## config.mk

```make
export PLATFORM = sky130hd
export DESIGN_NAME = ex_result_stage
export DESIGN_NICKNAME = d
export VERILOG_FILES = /design/src/rtl/ex_result_stage.sv
export SDC_FILE = /design/constraint.sdc
export NUM_CORES = 1
export LEC_CHECK = 0
export ABC_AREA = 1
export BUFFER_PORTS_ARGS = -buffer_cell sky130_fd_sc_hd__buf_2
export CORE_ASPECT_RATIO = 1.25
export CORE_MARGIN = 2
export CORE_UTILIZATION = 25
export DETAILED_ROUTE_END_ITERATION = 7
export PLACE_DENSITY = 0.51
export SYNTH_ARGS = -nofsm -noshare
export SYNTH_HDL_FRONTEND = slang
export SYNTH_SLANG_ARGS = --single-unit
```

## constraint.sdc

```tcl
create_clock -name clk -period 1.72 [get_ports clk]
set_clock_uncertainty 0.1 [all_clocks]
set_input_delay 0.258 -clock clk [delete_from_list [all_inputs] [get_ports clk]]
set_output_delay 0.258 -clock clk [all_outputs]
set_load 0.03 [all_outputs]
```

## src/rtl/ex_result_stage.sv

```systemverilog
// ex_result_stage
// Execute-stage result register and branch resolver. Captures the ALU result
// and flags, resolves the branch condition, and hands registered results to
// the memory stage through a main/skid pair so a stall never loses an op.
// A taken branch or jump raises a single-cycle PC redirect. Any op accepted
// during that redirect cycle is on the wrong path and is swallowed.

module ex_result_stage #(
    parameter int XLEN = 32
) (
    input  logic            clk,
    input  logic            rst,

    input  logic            in_valid,
    output logic            in_ready,
    input  logic [XLEN-1:0] result_alu,
    input  logic            zero_flag,
    input  logic            carry_flag,
    input  logic            negative_flag,
    input  logic            overflow_flag,
    input  logic [2:0]      br_op,
    input  logic [XLEN-1:0] br_target,
    input  logic [4:0]      rd,
    input  logic            reg_we,
    input  logic            flush,

    output logic            out_valid,
    input  logic            out_ready,
    output logic [XLEN-1:0] out_result,
    output logic [4:0]      out_rd,
    output logic            out_reg_we,
    output logic [3:0]      out_flags,

    output logic            redirect_valid,
    output logic [XLEN-1:0] redirect_pc
);

    typedef enum logic [2:0] {
        BR_NONE = 3'b000,
        BR_BEQ  = 3'b001,
        BR_BNE  = 3'b010,
        BR_JUMP = 3'b011,
        BR_BLT  = 3'b100,
        BR_BGE  = 3'b101,
        BR_BLTU = 3'b110,
        BR_BGEU = 3'b111
    } brOp_e;

    // One held op; flags are kept as {N,Z,C,V}.
    typedef struct packed {
        logic [XLEN-1:0] result;
        logic [4:0]      rd;
        logic            we;
        logic [3:0]      flags;
    } entry_t;

    entry_t          main_q, main_d;
    entry_t          skid_q, skid_d;
    logic            mainValid_q, mainValid_d;
    logic            skidValid_q, skidValid_d;
    logic            redirValid_q, redirValid_d;
    logic [XLEN-1:0] redirPc_q, redirPc_d;

    entry_t          incoming;
    logic            brTaken;
    logic            accept;
    logic            store;

    // Skid occupancy alone throttles upstream; reset holds it off as well.
    assign in_ready = ~skidValid_q & ~rst;
    assign accept   = in_valid & in_ready;
    // Ops accepted while a redirect is being issued belong to the wrong path.
    assign store    = accept & ~redirValid_q;

    // Pack the incoming op into entry form.
    always_comb begin
        incoming        = '0;
        incoming.result = result_alu;
        incoming.rd     = rd;
        incoming.we     = reg_we;
        incoming.flags  = {negative_flag, zero_flag, carry_flag, overflow_flag};
    end

    // Branch condition from the flags of rs1 - rs2; carry is the unsigned borrow.
    always_comb begin
        brTaken = 1'b0;
        case (br_op)
            BR_BEQ:  brTaken = zero_flag;
            BR_BNE:  brTaken = ~zero_flag;
            BR_JUMP: brTaken = 1'b1;
            BR_BLT:  brTaken = negative_flag ^ overflow_flag;
            BR_BGE:  brTaken = ~(negative_flag ^ overflow_flag);
            BR_BLTU: brTaken = carry_flag;
            BR_BGEU: brTaken = ~carry_flag;
            default: brTaken = 1'b0;
        endcase
    end

    // Next-state for the main/skid pair and the redirect pulse; flush wins over everything.
    always_comb begin
        main_d       = main_q;
        skid_d       = skid_q;
        mainValid_d  = mainValid_q;
        skidValid_d  = skidValid_q;
        redirValid_d = 1'b0;
        redirPc_d    = redirPc_q;

        if (flush) begin
            mainValid_d = 1'b0;
            skidValid_d = 1'b0;
        end else begin
            if (!mainValid_q || out_ready) begin
                // Main is free this cycle; the skid entry is older, so it goes first.
                if (skidValid_q) begin
                    main_d      = skid_q;
                    mainValid_d = 1'b1;
                    skidValid_d = 1'b0;
                end else if (store) begin
                    main_d      = incoming;
                    mainValid_d = 1'b1;
                end else begin
                    mainValid_d = 1'b0;
                end
            end else if (store) begin
                skid_d      = incoming;
                skidValid_d = 1'b1;
            end

            if (store && brTaken) begin
                redirValid_d = 1'b1;
                redirPc_d    = br_target;
            end
        end
    end

    // State registers with synchronous reset; dropping everything held and any pending redirect.
    always_ff @(posedge clk) begin
        if (rst) begin
            main_q       <= '0;
            skid_q       <= '0;
            mainValid_q  <= 1'b0;
            skidValid_q  <= 1'b0;
            redirValid_q <= 1'b0;
            redirPc_q    <= '0;
        end else begin
            main_q       <= main_d;
            skid_q       <= skid_d;
            mainValid_q  <= mainValid_d;
            skidValid_q  <= skidValid_d;
            redirValid_q <= redirValid_d;
            redirPc_q    <= redirPc_d;
        end
    end

    assign out_valid      = mainValid_q;
    assign out_result     = main_q.result;
    assign out_rd         = main_q.rd;
    assign out_reg_we     = main_q.we;
    assign out_flags      = main_q.flags;
    assign redirect_valid = redirValid_q;
    assign redirect_pc    = redirPc_q;

endmodule
```

==> results of run 1 <==
==> sequential cells by signal, indices dropped and copies added, names as in the netlist <==
register	cells
out_flags	4
out_rd	5
out_reg_we	1
out_result	32
out_valid	1
redirect_pc	32
redirect_valid	1
skidValid_q	1
skid_q	42
==> cells in the final DEF (no fill, tap or decap), drive strengths merged <==
cell type / synthesis / layout
o21ai: 80 / 80
a21oi: 81 / 81
clkinv: 0 / 3
dfxtp: 119 / 119
dlygate4sd3: 0 / 22
inv: 78 / 78
nor2: 85 / 85
buf: 30 / 177
nand3: 76 / 76
clkbuf: 21 / 24
bufinv: 0 / 1
nand2: 143 / 143
==> power by group through the flow <==
stage / Combinational (uW) / Sequential [uW] / Clock [uW]
6_report: 755 / 2870 / 3350
5_1_grt: 841 / 2870 / 3600
4_1_cts: 766 / 2870 / 3440
3_5_place_dp: 727 / 2920 / 0
3_3_place_gp: 729 / 2920 / 0
2_1_floorplan: 311 / 3050 / 0
==> worst max-delay path: stages, from the launching register on <==
cell and delay (ps):
dfxtp_1 310, nor2_1 220, nand2_2 130, nor2_4 130
nand2_2 80, inv_2 110, buf_12 200, o21ai_0 100
a21oi_1 120
==> how the worst min path moves through the flow <==
stage                      end  slack (ps)            from  cells past startpoint
finish              skid_q[22]          10  result_alu[12]                      3
detailed placement   out_rd[0]         350       out_rd[0]                      2
CTS                 skid_q[22]           2  result_alu[12]                      3
global route        skid_q[37]           6  result_alu[27]                      3
global placement     out_rd[2]         350       out_rd[2]                      2
floorplan           skid_q[10]         300   result_alu[0]                      2
==> routing by layer <==
| metal | up-vias | track usage [%] |
|---|---|---|
| met1 | 2176 | 18.0 |
| met3 | 17 | 4.24 |
| li1 | 2606 | - |
| met4 | 0 | 4.84 |
| met5 | - | 0 |
| met2 | 148 | 21.7 |
==> repair_timing <==
item	4_1_cts	5_1_grt
hold endpoints to repair	22	0
hold buffers	22	0
gates resized for setup	0	1
endpoints found under the setup margin	0	20
==> stage by stage <==
step                setup slack (ps)  util, %
floorplan                        191        -
global placement                 111     30.8
detailed placement              91.6     30.8
CTS                             93.4     34.7
global route                    22.4     34.7
finish                           118     34.7
==> cell families after synthesis <==
| kind of cell | after synthesis |
|---|---|
| AOI/OAI and AO/OA | 161 |
| and+or+nand+nor | 304 |
| DFF | 119 |
| buffers and inverters | 129 |
==> cell type report <==
class                   count  area [um^2]
well taps                 270          338
flip-flops and latches    119         2380
repair buffers            199         1260
clock buffers              24          502
multi-input cells         465         2100
inverters                  78          293
clock inverters             4         45.0
fillers                  2171        13000
==> run summary, run 1 <==
Width of the die: 131 um
WL final: 14500 um
Top post-synthesis cells by area: dfxtp_1 (47%), nand2_1 (10%), a21oi_1 (8.0%)
Crit-path max FO: 41
Initial antenna violation count: 0
CTS tree: built
Finish-stage setup viols: 0
Top-count cell post-synth: nand2_1
Combinational group share of total power: 10.8%
Global-route wire length before repair: 23000 um
Compound-Gate Fraction of Synth Area: 16.0%
Final Non-Filler Cells: 1159
Placed cells: 1109
Crit share post-route: 93.1%
Post-synthesis cell count: 713
Simple-gate area share of the yosys netlist: 25.5%
Site Rows: 58
H-tree levels: 4
Largest net degree at the start of global routing: 46
Top cell type's share of synthesized area: 47.2%
Met3 WL: 995 um
Ports: 159
Nets: 962
Synth Area in XOR/XNOR: 0%
Starting Density: 25.3%
Post-synth EDFFs: 0
Synth area leader: dfxtp_1
Slew at the pin closest to its max-slew limit: 408 ps
Synth top cells by count: nand2_1 (141), dfxtp_1 (119), a21oi_1 (81), nor2_1 (81), o21ai_0 (78)
FFs w/ async S/R, synth: 0%
Largest family of logic cells by synthesized area: simple AND/OR/NAND/NOR gates
Total Power: 6970 uW
Crit path capture: skid_q[24]
Number of global-route vias before repair: 4480
Clk sinks: 119
Unique masters post-synth: 18
DRC viols: 0
Slew margin rel.: 72.8%
Hpwl dp: 9950 um
I/O Buffers: 158
Slew Limit Fails: 0
VDD IR max: 0.000625 V
Ant. Diodes: 0
Setup crit end kind: flop
Synthesized flop and latch total: 119
Max frequency: 624 MHz
Area Overhead vs Synth: 37.2%
Vias post-DR: 4947
HP Class: input pin to flop
Post-Syn Area: 5040 um^2
Syn. warnings: 0
Fraction of layout cells with a size suffix above 1: 24.3%
WP data required: 1960 ps
Seq/Total Area, Yosys: 47.2%
RePlAce Congestion: 0.740
Outcome: complete, no violations
Sequential power share: 41.1%
PwrDens: 1010 nW/um^2
Average size of a mapped cell: 7.07 um^2
Die area: 21300 um^2
Cell depth of the worst flop-to-flop path: 8
DR WL/cell: 12.5 um
Reg-to-Reg End: skid_q[24]
First-pass detailed-route iteration total: 4
RSZ-0062 raised after global routing: false
R2R Setup Slk: 120 ps
Grt ovf: 0
Clk pwr share: 48.0%
Design Area, Final: 6920 um^2
Multiplexer area fraction after synthesis: 0%
Hold WS: 12.8 ps
CTS Buf Count: 17
Internal Power: 5250 uW
R2r startpoint: redirect_valid
Final Hold Vio Count: 0
Clk slew on worst S/H paths: 50 ps
Synthesized Nets: 795
Wire length on met2: 6500 um
Final min period: 1600 ps
Core area: 20000 um^2
Lkg Pwr: 0.00324 uW
Crit path launch: redirect_valid
Sw frac: 24.6%
Initial drt markers: 277
Root buf cell: clkbuf_16
Die Y: 163 um
Via density: 4.27
Post-DP Area: 6150 um^2
Max-cap check violation count: 0
Worst-case clock buffer depth: 2
Switch Pwr: 1710 uW
Clock Latency Late Sink: 410 ps
Post-Route Setup TNS: 0 ps
Worst path arrival time: 1840 ps
Final ANT Viol Nets: 0
Ys flop type: dfxtp_1
Crit path kind: flop to flop
Startpoint types: flop
Tot GR Track Use: 13.9%
Top sig layer: met4
Area share of fa/ha/maj cells after synthesis: 0%
Post-CTS Setup Repair Bufs: 0
M1 WL: 6810 um
Note: power is estimated with default switching activity, not from simulation.
==> inputs of run 2 (changes only) <==
--- a/config.mk
+++ b/config.mk
@@ -11,7 +11,8 @@
 export CORE_MARGIN = 2
 export CORE_UTILIZATION = 25
 export DETAILED_ROUTE_END_ITERATION = 7
-export PLACE_DENSITY = 0.51
+export PLACE_DENSITY = 0.52
+export SLEW_MARGIN = 20
 export SYNTH_ARGS = -nofsm -noshare
 export SYNTH_HDL_FRONTEND = slang
 export SYNTH_SLANG_ARGS = --single-unit
==> run 2 against run 1 <==
  * Final area is 1.4% higher
  * Critical path depth is 1 higher
  * Register-to-register slack better by 70 ps
  * Power is 3.0% higher
  * Largest power group unchanged
  * Wire length is 2.4% higher
  * Maximum frequency is 4.7% higher
  * Sequential share of layout area is 0.47 points lower
  * Setup slack better by 72 ps
  * Highest routed layer is now met5
  * Count of clock-buffer cells in the layout is 3 lower
==> run summary, run 2 (synthesized netlist as in run 1, its figures left out) <==
Outcome: complete, no violations (unchanged)
Fraction of layout cells with a size suffix above 1: 25.1% (was 24.3%)
Largest net degree at the start of global routing: 58 (was 46)
Slew at the pin closest to its max-slew limit: 420 ps (was 408 ps)
Finish-stage setup viols: 0 (unchanged)
GR Util met1: 17.7% (was 18.0%)
Hpwl dp: 9840 um (was 9950 um)
Final ANT Viol Nets: 0 (unchanged)
Slew Limit Fails: 0 (unchanged)
CP Cell Sequence: nor2_2 -> nand2_2 -> nor2_4 -> nand2_1 -> nor2_4 -> buf_12 -> nand3_1 -> nand2_1 -> nor2_1 (was nor2_1 -> nand2_2 -> nor2_4 -> nand2_2 -> inv_2 -> buf_12 -> o21ai_0 -> a21oi_1)
Most frequent cells in the layout: buf_2 (158), nand2_1 (139), dfxtp_1 (118), a21oi_1 (81), nor2_1 (79) (was buf_2 (158), nand2_1 (139), dfxtp_1 (118), a21oi_1 (81), nor2_1 (80))
Area Overhead vs Synth: 39.1% (was 37.2%)
Ports: 159 (unchanged)
I/O Buffers: 158 (unchanged)
H-tree levels: 4 (unchanged)
Post-Route Setup TNS: 0 ps (unchanged)
WL final: 14800 um (was 14500 um)
Lkg Pwr: 0.00328 uW (was 0.00324 uW)
Hold WS: 15.6 ps (was 12.8 ps)
Max-cap check violation count: 0 (unchanged)
PwrDens: 1020 nW/um^2 (was 1010 nW/um^2)
Crit path kind: flop to flop (unchanged)
Site Rows: 58 (unchanged)
Die Y: 163 um (unchanged)
Worst path arrival time: 1730 ps (was 1840 ps)
Most common cell after layout, fill and taps aside: buf_2 (unchanged)
Width of the die: 131 um (unchanged)
Finished Core Util: 35.2% (was 34.7%)
DRC viols: 0 (unchanged)
First-pass detailed-route iteration total: 5 (was 4)
Slowest CP cell: dfxtp_1 (unchanged)
Die area: 21300 um^2 (unchanged)
WP data required: 1920 ps (was 1960 ps)
Initial antenna violation count: 1 (was 0)
Max frequency: 654 MHz (was 624 MHz)
Clock Latency Late Sink: 410 ps (about the same)
Tot GR Track Use: 14.1% (was 13.9%)
Core area: 20000 um^2 (unchanged)
Crit-path max FO: 26 (was 41)
Via density: 4.27 (about the same)
Ant. Diodes: 0 (unchanged)
Post-CTS Setup Repair Bufs: 0 (unchanged)
Final Hold Vio Count: 0 (unchanged)
Reg with most FFs: skid_q (unchanged)
Max reg flops: 42 (unchanged)
Root buf cell: clkbuf_16 (unchanged)
RSZ-0062 raised after global routing: false (unchanged)
Setup crit end kind: flop (unchanged)
HP Class: input pin to flop (unchanged)
Met2 usage: 22.3% (was 21.7%)
Met3 Resource Use GR: 4.80% (was 4.24%)
GRT Max-Usage Layer: met2 (unchanged)
Vias post-DR: 4993 (was 4947)
Clk slew on worst S/H paths: 50 ps (about the same)
Starting Density: 25.3% (unchanged)
DR WL/cell: 12.7 um (was 12.5 um)
Number of global-route vias before repair: 4525 (was 4480)
Worst-case clock buffer depth: 2 (unchanged)
Grt ovf: 0 (unchanged)
Initial drt markers: 230 (was 277)
Slew margin rel.: 72.0% (was 72.8%)
Crit share post-route: 88.9% (was 93.1%)
Startpoint types: flop (unchanged)
Nets: 968 (was 962)
Clk sinks: 119 (unchanged)
CTS Buf Count: 17 (unchanged)
VDD IR max: 0.000613 V (was 0.000625 V)
Global-route wire length before repair: 23400 um (was 23000 um)
CTS tree: built (unchanged)
Final min period: 1530 ps (was 1600 ps)
RePlAce Congestion: 0.749 (was 0.740)
CP max stage delay: 310 ps (about the same)
## run 2: cell count changes in the layout (fill, tap and decap cells not counted)
cell / previous run / this run
clkinv_4: 0 / 3
nor2_1: 80 / 79
clkbuf_8: 5 / 3
buf_6: 1 / 0
dlygate4sd3_1: 22 / 24
clkbuf_1: 2 / 1
buf_4: 10 / 15
bufinv_16: 1 / 2
nor2_2: 0 / 1
clkinvlp_4: 0 / 3
## run 2: through the flow
stage                     setup WS (ps)  std cells  total power [uW]  cell area (um^2)
final                               191       1169              7180              7020
after global routing               55.2       1169              7530              7020
after CTS                           129       1169              7320              7020
after detailed placement           72.8       1113              3650              6180
after global placement              133       1113              3650              6180
after floorplan                     191        713              3360              5040
## run 2: repair_timing
item	CTS	global route
endpoints found under the hold margin	24	0
endpoints found under the setup margin	0	4
gates resized for setup	0	1
hold buffers	24	0
## run 2: area by class of cell
type | count | area, um^2
multi-input combinational | 465 | 2110
inverter | 78 | 293
clock buffer | 21 | 470
timing repair buffer | 205 | 1300
tap | 270 | 338
clock inverter | 11 | 124
fill | 2168 | 12900
sequential | 119 | 2380
## run 2: path summary, 6_finish.rpt
kind         slack (ps)  cells past startpoint         endpoint      startpoint
min                  20                      3       skid_q[20]  result_alu[10]
min reg2reg         350                      2     out_flags[3]    out_flags[3]
max                 190                      9  redirect_pc[27]  redirect_valid
max reg2reg         190                      9  redirect_pc[27]  redirect_valid
## run 2: where the power goes
group,internal (uW),switching (uW),total (uW)
registers,2830,34.8,2860
clock network,2250,1310,3550
logic,283,476,759
## run 2: metal layers
metal | vias up | wire length, um
met4 | 2 | 268
met2 | 138 | 6750
met1 | 2218 | 6820
li1 | 2618 | -
met5 | - | 13
met3 | 17 | 999
## run 2: worst max-delay path: cells and delay by family, from the launching register on
kind                   cells  cell delay (ps)
AND/OR/NAND/NOR            8              840
flip-flops                 1              310
buffers and inverters      1              170
